<file path="config.mk">
export PLATFORM = sky130hd
export DESIGN_NAME = doorlock_code_prog
export DESIGN_NICKNAME = d
export VERILOG_FILES = /design/src/rtl/doorlock_pkg.sv /design/src/rtl/bt_edge.sv /design/src/rtl/doorlock_code_prog.sv
export SDC_FILE = /design/constraint.sdc
export NUM_CORES = 1
export LEC_CHECK = 0
export BUFFER_PORTS_ARGS = -buffer_cell sky130_fd_sc_hd__buf_2
export CORE_MARGIN = 2
export CORE_UTILIZATION = 49
export DETAILED_ROUTE_END_ITERATION = 16
export GPL_ROUTABILITY_DRIVEN = 0
export GPL_TIMING_DRIVEN = 0
export PLACE_DENSITY = 0.81
export SYNTH_ARGS = -nofsm -noshare
export SYNTH_HDL_FRONTEND = slang
export SYNTH_SLANG_ARGS = --single-unit
</file>
<file path="constraint.sdc">
create_clock -name clk -period 2.4 [get_ports clk]
set_clock_uncertainty 0.1 [all_clocks]
set_input_delay 0.12 -clock clk [delete_from_list [all_inputs] [get_ports clk]]
set_output_delay 0.12 -clock clk [all_outputs]
set_load 0.05 [all_outputs]
</file>
<file path="src/rtl/doorlock_pkg.sv">
// Shared definitions for the doorlock code path: phase encodings, digit widths,
// default code and small helpers for indexing a 3-digit code.
package doorlock_pkg;

  localparam int unsigned DIG_W   = 2;
  localparam int unsigned DISP_W  = 4;
  localparam int unsigned IDX_W   = 2;
  localparam int unsigned PHASE_W = 3;

  localparam logic [DIG_W-1:0] DIG_BLANK   = 2'd0;
  localparam logic [DIG_W-1:0] DEF_CODE_D1 = 2'd2;
  localparam logic [DIG_W-1:0] DEF_CODE_D2 = 2'd1;
  localparam logic [DIG_W-1:0] DEF_CODE_D3 = 2'd3;
  localparam logic [IDX_W-1:0] IDX_LAST    = 2'd2;

  typedef enum logic [PHASE_W-1:0] {
    PH_IDLE = 3'd0,
    PH_OLD  = 3'd1,
    PH_NEW  = 3'd2,
    PH_CNF  = 3'd3,
    PH_DONE = 3'd4,
    PH_ERR  = 3'd5
  } phase_e;

  typedef struct packed {
    logic [DIG_W-1:0] d1;
    logic [DIG_W-1:0] d2;
    logic [DIG_W-1:0] d3;
  } code_t;

  localparam code_t CODE_BLANK = '{d1: DIG_BLANK, d2: DIG_BLANK, d3: DIG_BLANK};

  // Digit at position i (0-based); index 3 never occurs and aliases digit 3.
  function automatic logic [DIG_W-1:0] code_digit(code_t c, logic [IDX_W-1:0] i);
    logic [DIG_W-1:0] r;
    case (i)
      2'd0:    r = c.d1;
      2'd1:    r = c.d2;
      default: r = c.d3;
    endcase
    return r;
  endfunction

  function automatic code_t code_set(code_t c, logic [IDX_W-1:0] i, logic [DIG_W-1:0] v);
    code_t r;
    r = c;
    case (i)
      2'd0:    r.d1 = v;
      2'd1:    r.d2 = v;
      default: r.d3 = v;
    endcase
    return r;
  endfunction

  function automatic logic [DISP_W-1:0] to_disp(logic [DIG_W-1:0] v);
    return DISP_W'(v);
  endfunction

endpackage

</file>
<file path="src/rtl/bt_edge.sv">
// Two-flop synchronizer for an active-low push button with a one-cycle press
// pulse on the synchronized falling edge. Flops reset to released (1).
module bt_edge (
  input  logic clk,
  input  logic n_rst,
  input  logic bt,
  output logic press_c
);

  logic d1;
  logic d2;

  always_ff @(posedge clk or negedge n_rst) begin
    if (!n_rst) begin
      d1 <= 1'b1;
      d2 <= 1'b1;
    end else begin
      d1 <= bt;
      d2 <= d1;
    end
  end

  assign press_c = ~d1 & d2;

endmodule

</file>
<file path="src/rtl/doorlock_code_prog.sv">
// Programs the stored 3-digit unlock code: authenticate with the current code,
// enter a new one, confirm it, and commit on a matching confirmation.
module doorlock_code_prog
  import doorlock_pkg::*;
#(
  parameter logic [DIG_W-1:0] DEF_D1 = DEF_CODE_D1,
  parameter logic [DIG_W-1:0] DEF_D2 = DEF_CODE_D2,
  parameter logic [DIG_W-1:0] DEF_D3 = DEF_CODE_D3
) (
  input  logic               clk,
  input  logic               n_rst,
  input  logic               bt_1,
  input  logic               bt_2,
  input  logic               bt_3,
  input  logic               prog_en,
  output logic [DIG_W-1:0]   code_d1,
  output logic [DIG_W-1:0]   code_d2,
  output logic [DIG_W-1:0]   code_d3,
  output logic [DISP_W-1:0]  dig_1,
  output logic [DISP_W-1:0]  dig_2,
  output logic [DISP_W-1:0]  dig_3,
  output logic               led_ok,
  output logic               led_err,
  output logic [PHASE_W-1:0] prog_state,
  output logic [IDX_W-1:0]   prog_idx
);

  localparam code_t CODE_DEF = '{d1: DEF_D1, d2: DEF_D2, d3: DEF_D3};

  logic p1_c;
  logic p2_c;
  logic p3_c;
  logic press_c;
  logic [DIG_W-1:0] press_val_c;

  bt_edge u_bt_1 (.clk(clk), .n_rst(n_rst), .bt(bt_1), .press_c(p1_c));
  bt_edge u_bt_2 (.clk(clk), .n_rst(n_rst), .bt(bt_2), .press_c(p2_c));
  bt_edge u_bt_3 (.clk(clk), .n_rst(n_rst), .bt(bt_3), .press_c(p3_c));

  // Simultaneous presses collapse into one digit, lowest button wins.
  always_comb begin
    press_c     = p1_c | p2_c | p3_c;
    press_val_c = DIG_BLANK;
    if (p1_c)      press_val_c = 2'd1;
    else if (p2_c) press_val_c = 2'd2;
    else if (p3_c) press_val_c = 2'd3;
  end

  phase_e           phase_q, phase_d;
  logic [IDX_W-1:0] idx_q, idx_d;
  logic             match_q, match_d;
  code_t            pend_q, pend_d;
  code_t            code_q, code_d;
  code_t            dig_q, dig_d;
  logic             last_c;
  logic             hit_c;

  always_ff @(posedge clk or negedge n_rst) begin
    if (!n_rst) begin
      phase_q <= PH_IDLE;
      idx_q   <= '0;
      match_q <= 1'b0;
      pend_q  <= CODE_BLANK;
      code_q  <= CODE_DEF;
      dig_q   <= CODE_BLANK;
    end else begin
      phase_q <= phase_d;
      idx_q   <= idx_d;
      match_q <= match_d;
      pend_q  <= pend_d;
      code_q  <= code_d;
      dig_q   <= dig_d;
    end
  end

  // Sequencing: every phase collects exactly three digits before deciding.
  always_comb begin
    phase_d = phase_q;
    idx_d   = idx_q;
    match_d = match_q;
    pend_d  = pend_q;
    code_d  = code_q;
    dig_d   = dig_q;
    last_c  = (idx_q == IDX_LAST);
    hit_c   = 1'b0;

    if (!prog_en) begin
      phase_d = PH_IDLE;
      idx_d   = '0;
      pend_d  = CODE_BLANK;
      dig_d   = CODE_BLANK;
    end else begin
      case (phase_q)
        PH_IDLE: begin
          phase_d = PH_OLD;
          idx_d   = '0;
          match_d = 1'b1;
          dig_d   = CODE_BLANK;
        end
        PH_OLD: begin
          if (press_c) begin
            hit_c = match_q && (press_val_c == code_digit(code_q, idx_q));
            dig_d = code_set(dig_q, idx_q, press_val_c);
            if (last_c) begin
              phase_d = hit_c ? PH_NEW : PH_ERR;
              idx_d   = '0;
              match_d = 1'b1;
              dig_d   = CODE_BLANK;
            end else begin
              idx_d   = idx_q + IDX_W'(1);
              match_d = hit_c;
            end
          end
        end
        PH_NEW: begin
          if (press_c) begin
            pend_d = code_set(pend_q, idx_q, press_val_c);
            dig_d  = code_set(dig_q, idx_q, press_val_c);
            if (last_c) begin
              phase_d = PH_CNF;
              idx_d   = '0;
              match_d = 1'b1;
              dig_d   = CODE_BLANK;
            end else begin
              idx_d = idx_q + IDX_W'(1);
            end
          end
        end
        PH_CNF: begin
          if (press_c) begin
            hit_c = match_q && (press_val_c == code_digit(pend_q, idx_q));
            dig_d = code_set(dig_q, idx_q, press_val_c);
            if (last_c) begin
              idx_d = '0;
              if (hit_c) begin
                phase_d = PH_DONE;
                code_d  = pend_q;
                dig_d   = pend_q;
              end else begin
                phase_d = PH_ERR;
                dig_d   = CODE_BLANK;
              end
            end else begin
              idx_d   = idx_q + IDX_W'(1);
              match_d = hit_c;
            end
          end
        end
        PH_DONE, PH_ERR: begin
          phase_d = phase_q;
        end
        default: begin
          phase_d = PH_IDLE;
          idx_d   = '0;
          pend_d  = CODE_BLANK;
          dig_d   = CODE_BLANK;
        end
      endcase
    end
  end

  assign code_d1    = code_q.d1;
  assign code_d2    = code_q.d2;
  assign code_d3    = code_q.d3;
  assign dig_1      = to_disp(dig_q.d1);
  assign dig_2      = to_disp(dig_q.d2);
  assign dig_3      = to_disp(dig_q.d3);
  assign led_ok     = (phase_q == PH_DONE);
  assign led_err    = (phase_q == PH_ERR);
  assign prog_state = phase_q;
  assign prog_idx   = idx_q;

endmodule
</file>
==> results.sh <==
export IMPL_status="complete, no violations"
export IMPL_vias_per_cell=5.573
export IMPL_post_synth_inst_count=170
export IMPL_synth_mux_area_frac=0.06874
export IMPL_grt_first_pass_wirelength_mm=6.513
export IMPL_max_cap_violations=0
export IMPL_use_met1=0.2758
export IMPL_synth_main_ff_cell="sky130_fd_sc_hd__dfrtp_1"
export IMPL_synth_xor_area_share=0.03104
export IMPL_tritoncts_num_buffers=5
export IMPL_ys_ff_latch=30
export IMPL_routed_wirelength_mm=3.857
export IMPL_number_of_flops_mapped_to_enable_cells_by_yosys=0
export IMPL_worst_pin_slew_ps=605.1
export IMPL_hold_path_class="in2reg"
export IMPL_post_route_period_util=0.9633
export IMPL_clk_latency_ps=340
export IMPL_post_synth_fa_ha_maj_area_fraction=0
export IMPL_most_common_layout_cells="sky130_fd_sc_hd__buf_2, sky130_fd_sc_hd__dfrtp_1, sky130_fd_sc_hd__nand2_1"
export IMPL_cp_data_required_time_ps=2520
export IMPL_unique_cell_type_count_in_the_yosys_netlist=47
export IMPL_yosysTopAreaCellShare=0.2956
export IMPL_setup_violations_final=0
export IMPL_grt_ovfl_total=0
export IMPL_cp_num_cells=7
export IMPL_timing_setup_critical_path_class="reg2reg"
export IMPL_start_kind="flop"
export IMPL_yosys_top_cells_area="sky130_fd_sc_hd__dfrtp_1, sky130_fd_sc_hd__dfstp_2, sky130_fd_sc_hd__o21ai_0"
export IMPL_worstPathBufferInverterCount=1
export IMPL_area_growth_syn_to_layout_pct=19.22
export IMPL_timing_critical_path_to_type="flop"
export IMPL_cpPeakStageDelay_ps=530
export IMPL_fp_dieArea_sq_um=3941
export IMPL_layout_min_cycle_time_ps=2312
export IMPL_achievable_frequency_mhz=432.5
export IMPL_die_w_um=62.78
export IMPL_cts_root_buf="sky130_fd_sc_hd__clkbuf_4"
export IMPL_final_max_slew_violation_count=0
export IMPL_place_hpwl_mm=2.690
export IMPL_reg2reg_from="u_bt_1.d1"
export IMPL_groute_layer_met2_usage=0.3401
export IMPL_total_leakage_power_nw=0.9745
export IMPL_crit_path_cell_trace="nand2b_2, a21boi_4, xor2_1, nor4_4, and3_1, buf_6, mux2_2"
export IMPL_post_drt_wl_per_cell_um=14.83
export IMPL_initial_core_util=0.5073
export IMPL_critPathArrivalTime_ps=2430
export IMPL_synth_compound_area_frac=0.1899
export IMPL_largest_family_of_logic_cells_by_synthesized_area="simple AND/OR/NAND/NOR gates"
export IMPL_seq_area_frac_synth=0.4508
export IMPL_layout_nets=219
export IMPL_cp_slowest_cell="sky130_fd_sc_hd__dfstp_2"
export IMPL_postRouteAntennaNets=0
export IMPL_grt_use_total=0.2137
export IMPL_powerDensity_nw_per_um2=508.8
export IMPL_tritoncts_num_sinks=30
export IMPL_first_pass_iters=4
export IMPL_final_hold_violation_count=0
export IMPL_diodes=0
export IMPL_area_fraction_in_and_or_nand_and_nor_cells_after_synthesis=0.1973
export IMPL_cts_max_path_buffers=2
export IMPL_layout_drive_gt1_share=0.3084
export IMPL_vdd_ir_drop_max_uv=361.8
export IMPL_grt_pass1_vias=1365
export IMPL_timing_hold_worst_start="prog_en"
export IMPL_route_vias_total=1449
export IMPL_clock_pin_slew_reported_for_the_worst_setup_and_hold_paths_after_clock_tree_synthesis_ps=100
export IMPL_io_pins=31
export IMPL_ff2ff_path_depth=7
export IMPL_crit_start="u_bt_1.d1"
export IMPL_tritoncts="built"
export IMPL_syn_cell_area_sq_um=1693
export IMPL_row_count=21
export IMPL_fin_hold_ws_ps=29.19
export IMPL_grt_setup_unrepaired="no"
export IMPL_syn_avg_cell_area_sq_um=9.958
export IMPL_asyncSetResetFlopFracSynth=1.000
export IMPL_core_area_sq_um=3337
export IMPL_hold_path_cell_count=3
export IMPL_path_delay_family="simple AND/OR/NAND/NOR gates"
export IMPL_timing_slew_headroom=0.5966
export IMPL_synth_largest_area_cell="sky130_fd_sc_hd__dfrtp_1"
export IMPL_busiest_layer_in_global_routing="met2"
export IMPL_starting_drc_count_in_detailed_routing=70
export IMPL_clock_tree_htree_level_count=2
export IMPL_yosysWarningCount=0
export IMPL_number_of_port_buffers=24
export IMPL_grt_start_max_net_pins=31
export IMPL_drc=0
export IMPL_die_height_um=62.78
export IMPL_fin_total_pwr_mw=1.027
export IMPL_layout_cells_most_common="sky130_fd_sc_hd__buf_2"
export IMPL_met3_usage=0.05045
export IMPL_grt_antenna_before_repair=0
export IMPL_critical_path_peak_fanout=8
==> worst reg2reg max path, delay by kind of cell, from the launching register on <==
kind,cells,cell delay [ps]
muxes,1,350
AOI/OAI and AO/OA,1,250
and+or+nand+nor,3,690
buffers and inverters,1,140
xor gates and xnor gates,1,160
DFF,1,530
==> report_power, final <==
part	internal, mW	switching, mW	total (mW)
clock network	0.144	0.174	0.318
logic	0.0600	0.115	0.175
registers	0.522	0.0108	0.533
==> repair_timing <==
action                     4_1_cts  5_1_grt
resized for setup                0        2
pin swaps                        1        1
hold endpoints to repair        23        0
hold buffers                     4        0
buffers inserted                 0        3
setup endpoints to repair        5        8
==> cells by family (layout without fill, tap and decap cells) <==
kind of cell / Yosys count / count (layout)
other: 1 / 6
DFF: 30 / 30
xor gates and xnor gates: 6 / 6
muxes: 11 / 11
and+or+nand+nor: 58 / 58
AOI/OAI and AO/OA: 47 / 47
buffers and inverters: 17 / 56
==> flip-flops by register name, summed over array words and instances, names as in the netlist <==
signal and cells:
dig_2 2, dig_1 2, u_bt_2.d1 1, u_bt_2.d2 1, match_q 1, u_bt_3.d1 1
u_bt_1.d1 1, u_bt_3.d2 1, prog_idx 2, pend_q 6, dig_3 2, code_d3 2
u_bt_1.d2 1, code_d2 2, code_d1 2, prog_state 3
==> layout make-up <==
| type | count | area (sq um) |
|---|---|---|
| Tap cell | 46 | 57.56 |
| Multi-Input combinational cell | 128 | 853.3 |
| Sequential cell | 30 | 764.5 |
| Fill cell | 299 | 1319 |
| Clock buffer | 8 | 58.81 |
| Buffer | 15 | 93.84 |
| Inverter | 2 | 7.507 |
| Timing Repair Buffer | 31 | 182.7 |
==> stage by stage <==
step	setup TNS (ps)	worst slack [ps]	utilization	cell area (sq um)	instances
2_1_floorplan	0	47.00	-	1713	175
3_3_place_gp	-81.38	-41.43	0.5666	1891	245
3_5_place_dp	-201.6	-76.30	0.5666	1891	245
4_1_cts	0	29.95	0.5962	1989	257
5_1_grt	0	21.11	0.6048	2018	260
6_report	0	87.98	0.6048	2018	260
==> synth_stat cells, drive strengths merged, types with 3 or more instances <==
master / instances
nand2b: 6
o21ai: 18
buf: 9
clkbuf: 6
a22o: 4
mux2i: 6
nand2: 17
nor3: 5
mux2: 5
nand3: 7
nor2b: 3
dfstp: 10
dfrtp: 20
a21oi: 9
nor2: 8
a21o: 3
xor2: 4
==> final timing paths <==
kind | end | slack [ps]
max in group asynchronous | prog_idx[0] | 1550
worst min-delay path | prog_state[1] | 30
worst min register to register | u_bt_1.d2 | 270
min in group asynchronous | prog_state[2] | 200
worst max-delay path | code_d2[1] | 90
worst max register to register | code_d2[1] | 90
==> metal layers <==
| layer | up-vias | part of all wire |
|---|---|---|
| met3 | 10 | 0.083 |
| met2 | 76 | 0.49 |
| li1 | 686 | - |
| met5 | - | 0 |
| met4 | 0 | 0.022 |
| met1 | 677 | 0.41 |
(Power assumes the default switching activity.)
